===== src/rtl/mux2_rr_arb.sv =====
// Two-source round-robin arbiter feeding a one-entry registered output stage.
// It drives the select S for the downstream 2:1 mux and alternates sources under contention.
module mux2_rr_arb #(
  parameter int W = 8
) (
  input  logic         CLK,
  input  logic         RSTn,
  input  logic         A_VALID,
  input  logic [W-1:0] A,
  output logic         A_READY,
  input  logic         B_VALID,
  input  logic [W-1:0] B,
  output logic         B_READY,
  output logic         S,
  output logic         Y_VALID,
  output logic [W-1:0] Y,
  input  logic         Y_READY
);

  typedef enum logic {
    EMPTY = 1'b0,
    FULL  = 1'b1
  } state_t;

  state_t state;
  logic   last;
  logic   open;
  logic   gnt_a;
  logic   gnt_b;

  assign Y_VALID = (state == FULL);

  // The register can take a new word when empty or when its current word leaves this cycle.
  always_comb begin
    open  = (state == EMPTY) || Y_READY;
    gnt_a = 1'b0;
    gnt_b = 1'b0;
    if (RSTn && open) begin
      if (A_VALID && B_VALID) begin
        gnt_a = last;
        gnt_b = !last;
      end else begin
        gnt_a = A_VALID;
        gnt_b = B_VALID;
      end
    end
  end

  assign A_READY = gnt_a;
  assign B_READY = gnt_b;

  always_ff @(posedge CLK or negedge RSTn) begin
    if (!RSTn) begin
      state <= EMPTY;
      Y     <= '0;
      S     <= 1'b0;
      last  <= 1'b1;
    end else begin
      case (state)
        EMPTY: begin
          if (gnt_a || gnt_b) begin
            Y     <= gnt_b ? B : A;
            S     <= gnt_b;
            last  <= gnt_b;
            state <= FULL;
          end
        end
        FULL: begin
          if (gnt_a || gnt_b) begin
            Y     <= gnt_b ? B : A;
            S     <= gnt_b;
            last  <= gnt_b;
          end else if (Y_READY) begin
            state <= EMPTY;
          end
        end
        default: state <= EMPTY;
      endcase
    end
  end

endmodule


===== config.mk =====
export PLATFORM = sky130hd
export DESIGN_NAME = mux2_rr_arb
export DESIGN_NICKNAME = d
export VERILOG_FILES = /design/src/rtl/mux2_rr_arb.sv
export SDC_FILE = /design/constraint.sdc
export NUM_CORES = 1
export LEC_CHECK = 0
export CAP_MARGIN = 20
export CORE_ASPECT_RATIO = 1.2
export CORE_MARGIN = 5
export CORE_UTILIZATION = 25
export DETAILED_ROUTE_END_ITERATION = 12
export SKIP_CTS_REPAIR_TIMING = 1
export SYNTH_ARGS = -nofsm -noshare
export SYNTH_HDL_FRONTEND = slang
export SYNTH_SLANG_ARGS = --single-unit

===== constraint.sdc =====
create_clock -name CLK -period 1 [get_ports CLK]
set_input_delay 0.1 -clock CLK [delete_from_list [all_inputs] [get_ports CLK]]
set_output_delay 0.1 -clock CLK [all_outputs]
set_load 0.01 [all_outputs]

==> out/summary.md, run 1 <==
The post-synthesis sequential area ratio came out at 0.432. The met1 demand-to-capacity share in global routing is 0.114. The worst hold-check path type is in -> async. The tools report the startpoint class of the critical path as a register.

Data arrival time of the critical path: 1.17 ns. Setup violations remaining at the end of the flow were counted as 13. Traced cell by cell, the critical path runs through a21bo_4 -> nor3_4 -> buf_2. The flow ran to the end, but the final reports show violations.

The die is 65.4 microns tall. Number of global-route vias before repair: 701. The Yosys step of the flow raised 0 warnings.

The repair_antennas step left the layout with diodes totalling 0. The run gives 0 as the number of nets still failing antenna checks after routing. The tools report the number of instances in the synthesized netlist as 66. The CTS buffer count was 3. After detailed routing, the average wire length per cell comes to 15.4 microns. Fill cells in the final layout number 230.

The synthesized design contains 0 enable-type register cells. The post-detailed-route DRC marker count is 0. The die covers 0.00367 sq mm. The relative slew slack was 0.850. The cell sitting at the root of the clock tree is a sky130_fd_sc_hd__clkbuf_4. 33 I/O pins were placed.

For the final worst slack, the log shows -0.273 ns. The post-detailed-route via-to-cell ratio came out at 5.21. The logs give -0.663 ns for the post-placement worst setup slack and 0 for the total congestion overflow.

The floorplan die width was 56.2 microns; the number of pins exceeding their max-slew limit in the final report was 0. For this design the ratio of total power to cell area is 1250 mW/mm^2. The master of the slowest instance on the critical path is sky130_fd_sc_hd__dfstp_2. The first detailed-routing pass took 4 iterations.

Entering global routing, the biggest net connects 30 pins. The tools report the total nets after synthesis as 87. The final RePlAce weighted congestion was 0.754; the register bit total from synthesis was 11. Fraction of the cycle the final worst path needs: 1.27. For this design the static power due to leakage is 0.549 nW.

Layout overhead on the synthesized area: 97.7%. The final-report hold violation count came out at 0. The count of buffer and inverter cells on the critical path was 1; the number of core rows was 20. The most used flip-flop cell after synthesis is sky130_fd_sc_hd__dfrtp_1. Each instance of the synthesized netlist takes up on average 9.69 sq um. The layout cell share with drive strength beyond 1 is 0.343, and the logic depth of the worst register-to-register path is 4. The share of synthesized flip-flops with an asynchronous set or reset is 1.00. The tools report the met2 track demand over resource as 0.203. The effective utilization at floorplan is 0.255. In the final layout, the multi-input gates occupy 435 sq um.

The run gives 0.0472 as the global-route met3 utilization. The run gives 23 as the count of unique library cells instantiated by Yosys. The startpoint identified for the worst register-to-register timing path is last. Across the run, the number of max-cap violations was 0. In this design, the stage delay of the slowest critical-path cell is 0.57 ns.

For the final database, setup skew stands at 0.0136 ns. The overall power consumption was 1.58 mW. The initial antenna violation count was 0. At the worst endpoint, the required time is 0.90 ns. Grouping stages by cell kind, the critical path spends the most delay in flip-flops. Maximum clock rate: 0.785 GHz. Counting I/O delays and the setup requirement, the final critical path takes 1.27 ns. The insertion delay to the later sink of the worst-skew pair was 0.28 ns; the clock-pin slew reported for the worst setup and hold paths after clock tree synthesis was 0.09 ns. The number of H-tree levels was 1.

The first global-routing pass estimated 3220 microns of wire. For this block, the via count after detailed routing is 735. met2 is the most crowded layer. VDD sags by at most 0.000485 V.

Port buffering added 32 buffers. The final reports fail on setup timing. The run gives 15 as the DRC marker count from the first detailed-route iteration. Along the worst path, the maximum fanout reaches 4. Setup repair after global routing could not meet its margin everywhere. The transition time of the tightest slew-check pin works out to 0.224 ns. Area of the core region: 0.00250 sq mm.

The synthesized netlist occupies a cell area of 639 sq um. Total length of routed wires: 2170 microns. Counting along the longest clock path gives a buffer depth of 2.

TritonCTS built the clock tree. The area used by sequential logic in the layout was 277 sq um. The tools report the aggregate global-route resource usage as 0.115. Setup slack on the worst reg-to-reg path comes out at -0.24 ns. The type of element capturing the critical path is an output port. The tree built by TritonCTS fans out to 11 sinks. The kind of critical path was reg -> out. The sum of net half-perimeters after detailed placement came out at 1580 microns. In the final design database the tool counted 130 nets. The endpoint identified for the worst register-to-register timing path is Y[0]. Core occupancy in the finished layout: 0.505.
## layout make-up
cell class / count / share of cell area
clock buffer: 3 / 0.0178
clock inverter: 1 / 0.00396
sequential: 11 / 0.219
timing repair buffer: 46 / 0.376
multi-input combinational: 45 / 0.345
inverter: 2 / 0.00594
tap: 33 / 0.0327
## synth_stat cells (2+ instances only)
master,number,area (sq um)
sky130_fd_sc_hd__a31oi_1,16,100
sky130_fd_sc_hd__dfrtp_1,10,250
sky130_fd_sc_hd__nand4_1,8,50.1
sky130_fd_sc_hd__o31ai_1,8,60.1
sky130_fd_sc_hd__buf_2,4,20.0
sky130_fd_sc_hd__a21o_1,2,15.0
sky130_fd_sc_hd__buf_6,2,22.5
## registers in the layout, indices dropped and copies added, names as in the netlist
register,flops
S,1
Y,8
Y_VALID,1
last,1
## worst max-delay path by stage
stage / from / cells past startpoint / endpoint
global placement: RSTn / 4 / B_READY
finish: last / 3 / B_READY
CTS: Y_VALID / 3 / B_READY
floorplan: last / 4 / Y[0]
detailed placement: RSTn / 4 / B_READY
global route: last / 3 / A_READY
## worst reg2reg max path: stages (launching register included)
cell	delay (ns)
sky130_fd_sc_hd__dfstp_2	0.39
sky130_fd_sc_hd__a21bo_4	0.23
sky130_fd_sc_hd__buf_12	0.15
sky130_fd_sc_hd__o31ai_1	0.23
sky130_fd_sc_hd__a31oi_1	0.11
## cells by family after synthesis
kind of cell           share of synthesized area
buffers and inverters                     0.0959
AND/OR/NAND/NOR                            0.162
AO/OA/AOI/OAI                              0.309
flip-flops                                 0.432
## report_power, final
part / total, mW / internal [mW] / leakage, nW / switching [mW]
combinational: 0.676 / 0.376 / 0.408 / 0.300
sequential: 0.579 / 0.532 / 0.123 / 0.0472
clock: 0.322 / 0.148 / 0.0177 / 0.174
## layout by cell type, fill, tap and decap left out, types with 2 or more instances in the layout
master,n
sky130_fd_sc_hd__clkdlybuf4s50_1,20
sky130_fd_sc_hd__a31oi_1,16
sky130_fd_sc_hd__dfrtp_1,10
sky130_fd_sc_hd__dlymetal6s2s_1,9
sky130_fd_sc_hd__buf_4,9
sky130_fd_sc_hd__nand4_1,8
sky130_fd_sc_hd__o31ai_4,7
sky130_fd_sc_hd__buf_6,4
sky130_fd_sc_hd__clkbuf_4,3
sky130_fd_sc_hd__a21o_1,2
sky130_fd_sc_hd__buf_2,2
sky130_fd_sc_hd__buf_12,2
## layer usage
layer / share of wire / up-vias
met2: 0.51 / 34
met4: 0.029 / 0
met1: 0.40 / 345
met5: 0 / -
li1: - / 349
met3: 0.068 / 7
## metrics by stage
| stage | cell area [sq um] | setup TNS, ns | hold slack (ns) | std cells |
|---|---|---|---|---|
| 6_report | 1260 | -2.27 | 0.237 | 141 |
| 3_5_place_dp | 1080 | -6.73 | 0.472 | 137 |
| 3_3_place_gp | 1080 | -6.40 | 0.478 | 137 |
| 2_1_floorplan | 668 | -1.02 | -0.196 | 66 |
| 4_1_cts | 1100 | -6.84 | 0.235 | 141 |
| 5_1_grt | 1260 | -2.97 | 0.251 | 141 |
No activity file was read; power rests on OpenSTA's default activity.
==> run 2: changes to the inputs <==
--- a/config.mk
+++ b/config.mk
@@ -5,6 +5,7 @@
 export SDC_FILE = /design/constraint.sdc
 export NUM_CORES = 1
 export LEC_CHECK = 0
+export ABC_CLOCK_PERIOD_IN_PS = 1000
 export CAP_MARGIN = 20
 export CORE_ASPECT_RATIO = 1.2
 export CORE_MARGIN = 5
==> results of run 2 <==
Final layout, timing and power as in run 1 (identical DEF).
